$ cat src/rtl/unified_mem_arbiter.sv
// Arbiter for the shared instruction/data memory: CPU priority with a DMA starvation limit,
// each access sequenced IDLE -> BUSY (MEM_LAT cycles) -> RESP (one-cycle ack).
`timescale 1ns/1ps
module unified_mem_arbiter #(
  parameter int ADDR_W     = 32,
  parameter int DATA_W     = 32,
  parameter int MEM_LAT    = 2,
  parameter int STARVE_LIM = 3
) (
  input  logic              clk,
  input  logic              rst,
  input  logic              i_cpu_req,
  input  logic              i_cpu_we,
  input  logic [ADDR_W-1:0] i_cpu_addr,
  input  logic [DATA_W-1:0] i_cpu_wdata,
  output logic [DATA_W-1:0] o_cpu_rdata,
  output logic              o_cpu_ack,
  input  logic              i_dma_req,
  input  logic              i_dma_we,
  input  logic [ADDR_W-1:0] i_dma_addr,
  input  logic [DATA_W-1:0] i_dma_wdata,
  output logic [DATA_W-1:0] o_dma_rdata,
  output logic              o_dma_ack,
  output logic              o_mem_en,
  output logic              o_mem_we,
  output logic [ADDR_W-1:0] o_mem_addr,
  output logic [DATA_W-1:0] o_mem_wdata,
  input  logic [DATA_W-1:0] i_mem_rdata,
  output logic              o_grant_dma
);

  localparam logic [1:0] S_IDLE = 2'd0;
  localparam logic [1:0] S_BUSY = 2'd1;
  localparam logic [1:0] S_RESP = 2'd2;

  localparam logic [3:0] LAT_M1     = 4'(MEM_LAT - 1);
  localparam logic [3:0] STARVE_MAX = 4'(STARVE_LIM);

  logic [1:0]        r_state;
  logic [3:0]        r_cnt;
  logic [3:0]        r_starve;
  logic              r_owner;
  logic              r_we;
  logic [ADDR_W-1:0] r_addr;
  logic [DATA_W-1:0] r_wdata;
  logic [DATA_W-1:0] r_cpu_rdata;
  logic [DATA_W-1:0] r_dma_rdata;

  logic w_any_req;
  logic w_dma_win;

  assign w_any_req = i_cpu_req | i_dma_req;
  // DMA wins when alone, or when the CPU has won STARVE_LIM contested rounds in a row
  assign w_dma_win = i_dma_req & (~i_cpu_req | (r_starve == STARVE_MAX));

  always_ff @(posedge clk or posedge rst) begin
    if (rst) begin
      r_state     <= S_IDLE;
      r_cnt       <= '0;
      r_starve    <= '0;
      r_owner     <= 1'b0;
      r_we        <= 1'b0;
      r_addr      <= '0;
      r_wdata     <= '0;
      r_cpu_rdata <= '0;
      r_dma_rdata <= '0;
    end else begin
      case (r_state)
        S_IDLE: begin
          if (w_any_req) begin
            r_state <= S_BUSY;
            r_cnt   <= LAT_M1;
            r_owner <= w_dma_win;
            r_we    <= w_dma_win ? i_dma_we    : i_cpu_we;
            r_addr  <= w_dma_win ? i_dma_addr  : i_cpu_addr;
            r_wdata <= w_dma_win ? i_dma_wdata : i_cpu_wdata;
            if (w_dma_win)
              r_starve <= '0;
            else if (i_dma_req && (r_starve != STARVE_MAX))
              r_starve <= r_starve + 4'd1;
          end
        end
        S_BUSY: begin
          if (r_cnt == 4'd0) begin
            r_state <= S_RESP;
            if (!r_we) begin
              if (r_owner) r_dma_rdata <= i_mem_rdata;
              else         r_cpu_rdata <= i_mem_rdata;
            end
          end else begin
            r_cnt <= r_cnt - 4'd1;
          end
        end
        S_RESP:  r_state <= S_IDLE;
        default: r_state <= S_IDLE;
      endcase
    end
  end

  assign o_mem_en    = (r_state == S_BUSY);
  assign o_mem_we    = (r_state == S_BUSY) & r_we;
  assign o_mem_addr  = r_addr;
  assign o_mem_wdata = r_wdata;
  assign o_grant_dma = (r_state != S_IDLE) & r_owner;
  assign o_cpu_ack   = (r_state == S_RESP) & ~r_owner;
  assign o_dma_ack   = (r_state == S_RESP) & r_owner;
  assign o_cpu_rdata = r_cpu_rdata;
  assign o_dma_rdata = r_dma_rdata;

endmodule

$ cat config.mk
export PLATFORM = sky130hd
export DESIGN_NAME = unified_mem_arbiter
export DESIGN_NICKNAME = d
export VERILOG_FILES = /design/src/rtl/unified_mem_arbiter.sv
export SDC_FILE = /design/constraint.sdc
export NUM_CORES = 1
export LEC_CHECK = 0
export ABC_AREA = 1
export BUFFER_PORTS_ARGS = -buffer_cell sky130_fd_sc_hd__buf_2
export CAP_MARGIN = 20
export CORE_MARGIN = 8
export CORE_UTILIZATION = 48
export DETAILED_ROUTE_END_ITERATION = 16
export PLACE_DENSITY = 0.81
export SLEW_MARGIN = 10
export SYNTH_ARGS = -nofsm -noshare
export SYNTH_HDL_FRONTEND = slang
export SYNTH_SLANG_ARGS = --single-unit
$ cat constraint.sdc
create_clock -name clk -period 5.6 [get_ports clk]
set_input_delay 0.28 -clock clk [delete_from_list [all_inputs] [get_ports clk]]
set_output_delay 0.28 -clock clk [all_outputs]
set_load 0.03 [all_outputs]
---- Yosys cells after proc, flatten, opt, wreduce, memory -nomap -nowiden ----
Cells that the tools add are included.
word-level totals
  register bits after elaboration ......... 140
  bits of input ports ..................... 166
  output and inout port bits .............. 133
  word-level logic and storage cells ...... 51
cells by class
  add/sub/neg operators ................... 2
  eq/ne operators ......................... 7
  mux-type cells .......................... 11
  bitwise logic cells ..................... 10
  reductions and logical operators ........ 12
operators by type and width
  kind                 number
  $mux 32              2
  $mux 4               4
  $pmux 4 s2           1
  $reduce_and 4->1     2
  $reduce_and 3->1     2
  $reduce_bool 2->1    3
  $and 1x1->1          5
  $add 4x1->4 const B  1
  $eq 4x2->1 const B   1
  $logic_not 4->1      1
  $mux 2               2
  $ne 2x2->1 const B   2
  $ne 4x2->1 const B   1
  $pmux 2 s2           1
  $reduce_and 2->1     2
  $sub 4x1->4 const B  1
  $not 1->1            3
  $eq 2x1->1 const B   1
  $eq 2x2->1 const B   1
  $logic_not 2->1      1
  $ne 2x1->1 const B   1
  $or 1x1->1           2
  $logic_and 1x1->1    1
  $mux 1               1

---- Longest topological paths before layout ----
  word-level depth ........................ 5
  mapped depth ............................ 9
  gate-level depth less buffers ........... 8

---- Least setup slack after synthesis ----
Ideal clock, no wire load.
  path kind ............................... register to register
  start point ............................. register r_state[0]
  end point ............................... register r_cpu_rdata[0], in the netlist o_cpu_rdata[0]
  library setup time ...................... 0.117 ns
  arrival time ............................ 1.381 ns
  required time ........................... 5.483 ns
  slack ................................... 4.101 ns
  cell stages (with the launch flop) ...... 7
  buffers on the path ..................... 1
  period minus slack after synthesis ...... 1.499 ns
  path through ............................ dfrtp_1 > inv_2 > nor2_4 > nand2_2 > nor3_4 > buf_6 > o21ai_2
on the way
  cells in the longest elaborated chain, start to end .. 2
ends and longest elaborated chain
  item                        RTL line  text
  from (decl)                 39        logic [1:0] r_state;
  from (signal assigned)      58        r_state <= S_IDLE;
  from (signal assigned)      71        r_state <= S_BUSY;
  from (signal assigned)      85        r_state <= S_RESP;
  $eq 2x1->1                  -
  named net o_mem_en          24        output logic o_mem_en,
  $reduce_and 4->1 (no line)  -
  to (signal assigned)        88        else r_cpu_rdata <= i_mem_rdata;
  to (decl)                   46        logic [DATA_W-1:0] r_cpu_rdata;
The timed path passes the listed nets, and every way through them passes these cells.
A chain may end at the register's enable or synchronous reset.

---- Worst setup path after layout ----
  start point ............................. register r_starve[0]
  end point ............................... register r_addr[28], in the netlist o_mem_addr[28]
on the way
  cells in the longest elaborated chain, start to end .. 4
ends and longest elaborated chain
  item                    RTL line  text
  from (decl)             41        logic [3:0] r_starve;
  from (signal assigned)  80        r_starve <= r_starve + 4'd1;
  $eq 4x2->1              54        assign w_dma_win = i_dma_req & (~i_cpu_req | (r_starve == STARVE_MAX));
  $or 1x1->1              54
  $and 1x1->1             54
  $mux 32                 75        r_addr <= w_dma_win ? i_dma_addr : i_cpu_addr;
  to (signal assigned)    75
  to (decl)               44        logic [ADDR_W-1:0] r_addr;
Every way passes these cells.

==> impl_metrics.toml <==
[sta]
post-route-worst-setup-slack_ns = 2.99
max_freq_mhz = 384
worst-slew-pin-transition_ns = 0.792
hold_viol_final = 8
final_min_period_over_clock_period = 0.465
setup_tns_ns = 0
slew_headroom = 0.472
finalClockSkew_ns = 0.00799
final_setup_violating_endpoints = 0
rsz0062_at_grt = "no"
final.min_clock_period_ns = 2.61
hold_slack_ns = -0.0133
max_slew_violation_count = 0

[floorplanning]
floorplan.die.height_microns = 136
floorplan.initialDensity = 0.493
die_area_sq_mm = 0.0184
rows = 43
dieWidth_microns = 136
core_area_sq_mm = 0.0139
io_pins = 299

[worst_setup_path]
criticalPathCategory = "register to register"
crit_chain = "ha_1 > nand2_1 > nand2_2 > buf_4 > nand2_2 > buf_12 > nand2_1 > nand3_1 > nand2_1"
worst-endpoint-required_ns = 5.95
cp_top_family = "simple AND/OR/NAND/NOR gates"
slowest_stage = "sky130_fd_sc_hd__nand2_2"
critical_path_buf_inv_count = 2
critical_path.most_common_cell = "sky130_fd_sc_hd__nand2_1"
r2r_path_start = "r_starve[0]"
critical_path.startpoint_type = "register"
slowest_delay_ns = 0.60
setup.worst_path.start = "r_starve[0]"
crit_arrival_ns = 2.95
path_max_fanout = 67
endpoint_kind = "register"

[route]
ant_nets = 0
drt_pass_1_iters = 5
avgRoutedWirePerCell_microns = 14.5
finalWirelength_mm = 19.9
drt_first_iter_violations = 421
num_vias = 6662
via_per_inst = 4.85
route.detailed.drc = 0

[clock_network]
ctsResizeCount = 0
cts_buffer_depth = 2
tritoncts_clock_tree = "done"
clk_root_buffer_cell = "sky130_fd_sc_hd__clkbuf_16"
tritoncts.num_buffers = 17
cts_max_level = 4
post_cts.repair.setup_buffers = 0
insertion_delay_ns = 0.41
cts_sinks = 140
worst_setup_hold_path_clk_slew_ns = 0.06
cts.hold.buffers_added = 0

[power_and_ir_drop]
power.internal_mw = 3.08
pwr-share-clk = 0.205
sw_power_mw = 2.68
ir_drop_uv = 365
power_frac_seq = 0.316
comb_power_share = 0.479
pwr_density_cell_mw_per_mm2 = 632
swShare = 0.465
power_leakage_nw = 5.56

[yosys]
post_synth_num_cell_types = 23
synthesized_flop_and_latch_total = 140
post_synth_main_area_contributors = "sky130_fd_sc_hd__dfrtp_1 51%, sky130_fd_sc_hd__nand2_1 15%, sky130_fd_sc_hd__inv_1 11%"
syn-mean-instance-area_sq_um = 7.62
synth.yosys.seq_area_share = 0.509
synth_top_area_cell = "sky130_fd_sc_hd__dfrtp_1"
postSynthCellCount = 903
post_synth_instance_area_sq_mm = 0.00688
synth_fp_nets = 1072
synth_warnings = 0
synth_largest_type_area_fraction = 0.509

[global_routing]
grt_max_degree = 83
grt_first_pass_wirelength_mm = 32.1
globalRouteTotalUtil = 0.218
globalRouteOverflowTotal = 0
grt_antenna_before_repair = 2
first_global_vias = 6526

[cells_and_area]
areaGrowthSynthToFinish_pct = 32.3
drive_above_1_share = 0.317
fin_nets = 1350

[placed_design]
pre_cts_slack_ns = 2.86
finalWeightedCongestion = 0.836
buffer_ports.inserted = 298
place_hpwl_mm = 14.4

[outcome]
outcome = "finished, violations left"
failed_checks = "hold timing"

[min_path]
hold_path_class = "input port to async pin"

[job]
max_cap_viol_count = 0
## synth_stat cells
| cell | instances |
|---|---|
| sky130_fd_sc_hd__inv_2 | 1 |
| sky130_fd_sc_hd__clkbuf_1 | 20 |
| sky130_fd_sc_hd__nor3_4 | 1 |
| sky130_fd_sc_hd__dfrtp_1 | 140 |
| sky130_fd_sc_hd__a21oi_1 | 2 |
| sky130_fd_sc_hd__inv_1 | 204 |
| sky130_fd_sc_hd__nand2_1 | 279 |
| sky130_fd_sc_hd__nand3_1 | 135 |
| sky130_fd_sc_hd__nor2_1 | 13 |
| sky130_fd_sc_hd__nand4_1 | 1 |
| sky130_fd_sc_hd__buf_2 | 16 |
| sky130_fd_sc_hd__buf_6 | 6 |
| sky130_fd_sc_hd__nand3_2 | 1 |
| sky130_fd_sc_hd__ha_1 | 3 |
| sky130_fd_sc_hd__buf_4 | 1 |
| sky130_fd_sc_hd__nand2_2 | 2 |
| sky130_fd_sc_hd__nor2_4 | 1 |
| sky130_fd_sc_hd__o21ai_2 | 31 |
| sky130_fd_sc_hd__o21ai_0 | 36 |
| sky130_fd_sc_hd__nor3_1 | 2 |
| sky130_fd_sc_hd__nor2_2 | 1 |
| sky130_fd_sc_hd__o21ai_1 | 3 |
| sky130_fd_sc_hd__buf_1 | 4 |
## area by class of cell
class                   instances  area, sq um
inverters                     205          774
diodes                          1         2.50
clock buffers                  23          498
repair buffers                306         1590
fillers                      1170         4840
multi-input cells             511         2370
flip-flops and latches        140         3500
well taps                     180          225
clock inverters                 9          133
## kinds of logic after synthesis
family,count (synthesis),share of synthesized area
and+or+nand+nor,436,0.268
buffers and inverters,252,0.148
DFF,140,0.509
adders and majority gates,3,0.00546
AOI/OAI and AO/OA,72,0.0693
## cells in the final DEF (no fill, tap or decap)
master                       count
sky130_fd_sc_hd__nand3_2         1
sky130_fd_sc_hd__clkinv_4        1
sky130_fd_sc_hd__buf_12          3
sky130_fd_sc_hd__o21ai_2        30
sky130_fd_sc_hd__nor2_1         13
sky130_fd_sc_hd__clkbuf_1        1
sky130_fd_sc_hd__clkinvlp_4      2
sky130_fd_sc_hd__diode_2         1
sky130_fd_sc_hd__bufinv_16       3
sky130_fd_sc_hd__dfrtp_1       140
sky130_fd_sc_hd__a21oi_1         2
sky130_fd_sc_hd__inv_6           2
sky130_fd_sc_hd__nor3_4          1
sky130_fd_sc_hd__nand2_1       277
sky130_fd_sc_hd__o21ai_4         1
sky130_fd_sc_hd__nand3_1       135
sky130_fd_sc_hd__inv_2           2
sky130_fd_sc_hd__buf_4           5
sky130_fd_sc_hd__o21ai_1         3
sky130_fd_sc_hd__o21ai_0        36
sky130_fd_sc_hd__clkinv_2        2
sky130_fd_sc_hd__inv_1         202
sky130_fd_sc_hd__clkbuf_16      17
sky130_fd_sc_hd__buf_2         298
sky130_fd_sc_hd__nand4_1         1
sky130_fd_sc_hd__nor2_4          1
sky130_fd_sc_hd__ha_1            3
sky130_fd_sc_hd__nor2_2          1
sky130_fd_sc_hd__nand2_2         4
sky130_fd_sc_hd__nor3_1          2
sky130_fd_sc_hd__clkbuf_8        5
## worst register-to-register path, stage by stage (launching register included)
cell                      delay (ns)
sky130_fd_sc_hd__dfrtp_1        0.38
sky130_fd_sc_hd__ha_1           0.20
sky130_fd_sc_hd__nand2_1        0.10
sky130_fd_sc_hd__nand2_2        0.06
sky130_fd_sc_hd__buf_4          0.54
sky130_fd_sc_hd__nand2_2        0.65
sky130_fd_sc_hd__buf_12         0.37
sky130_fd_sc_hd__nand2_1        0.09
sky130_fd_sc_hd__nand3_1        0.07
sky130_fd_sc_hd__nand2_1        0.09
## worst paths after layout
kind                                    to  depth (start not counted)  slack [ns]
hold / removal             o_cpu_rdata[11]                          2       -0.01
setup reg to reg            o_mem_addr[28]                          9        2.99
hold reg to reg             o_mem_wdata[7]                          2        0.47
min in group clk           o_cpu_rdata[10]                          3        0.09
setup / recovery            o_mem_addr[28]                          9        2.99
max in group asynchronous  o_dma_rdata[14]                          3        4.36
## sequential cells by signal (all words and copies together) (netlist names)
signal / count
o_dma_rdata: 32
r_owner: 1
r_starve: 4
r_we: 1
o_cpu_rdata: 32
o_mem_addr: 32
r_state: 2
r_cnt: 4
o_mem_wdata: 32
## power by group through the flow
| stage | Combinational, mW | Clock, mW | Sequential [mW] |
|---|---|---|---|
| finish | 2.75 | 1.18 | 1.82 |
| global route | 2.99 | 1.24 | 1.88 |
| CTS | 2.77 | 1.20 | 1.82 |
| detailed placement | 2.77 | 0 | 1.82 |
| global placement | 2.71 | 0 | 1.82 |
| floorplan | 1.02 | 0 | 2.72 |
## per-layer routing
layer	GRT usage	up-vias	share of wire
met5	0	-	0.00060
met4	0.105	2	0.027
met3	0.0653	41	0.10
met2	0.338	316	0.47
met1	0.272	3041	0.40
li1	-	3262	-
## through the flow
step	area [sq um]	power (mW)	util	instances	hold slack, ns
detailed placement	8420	4.59	0.604	1340	0.460
CTS	9050	5.79	0.650	1372	0.0327
global placement	8400	4.52	0.603	1339	0.459
global route	9100	6.12	0.653	1375	0.0359
finish	9100	5.75	0.653	1375	-0.0133
floorplan	6880	3.74	-	903	0.401
No activity file was read; power rests on OpenSTA's default activity.
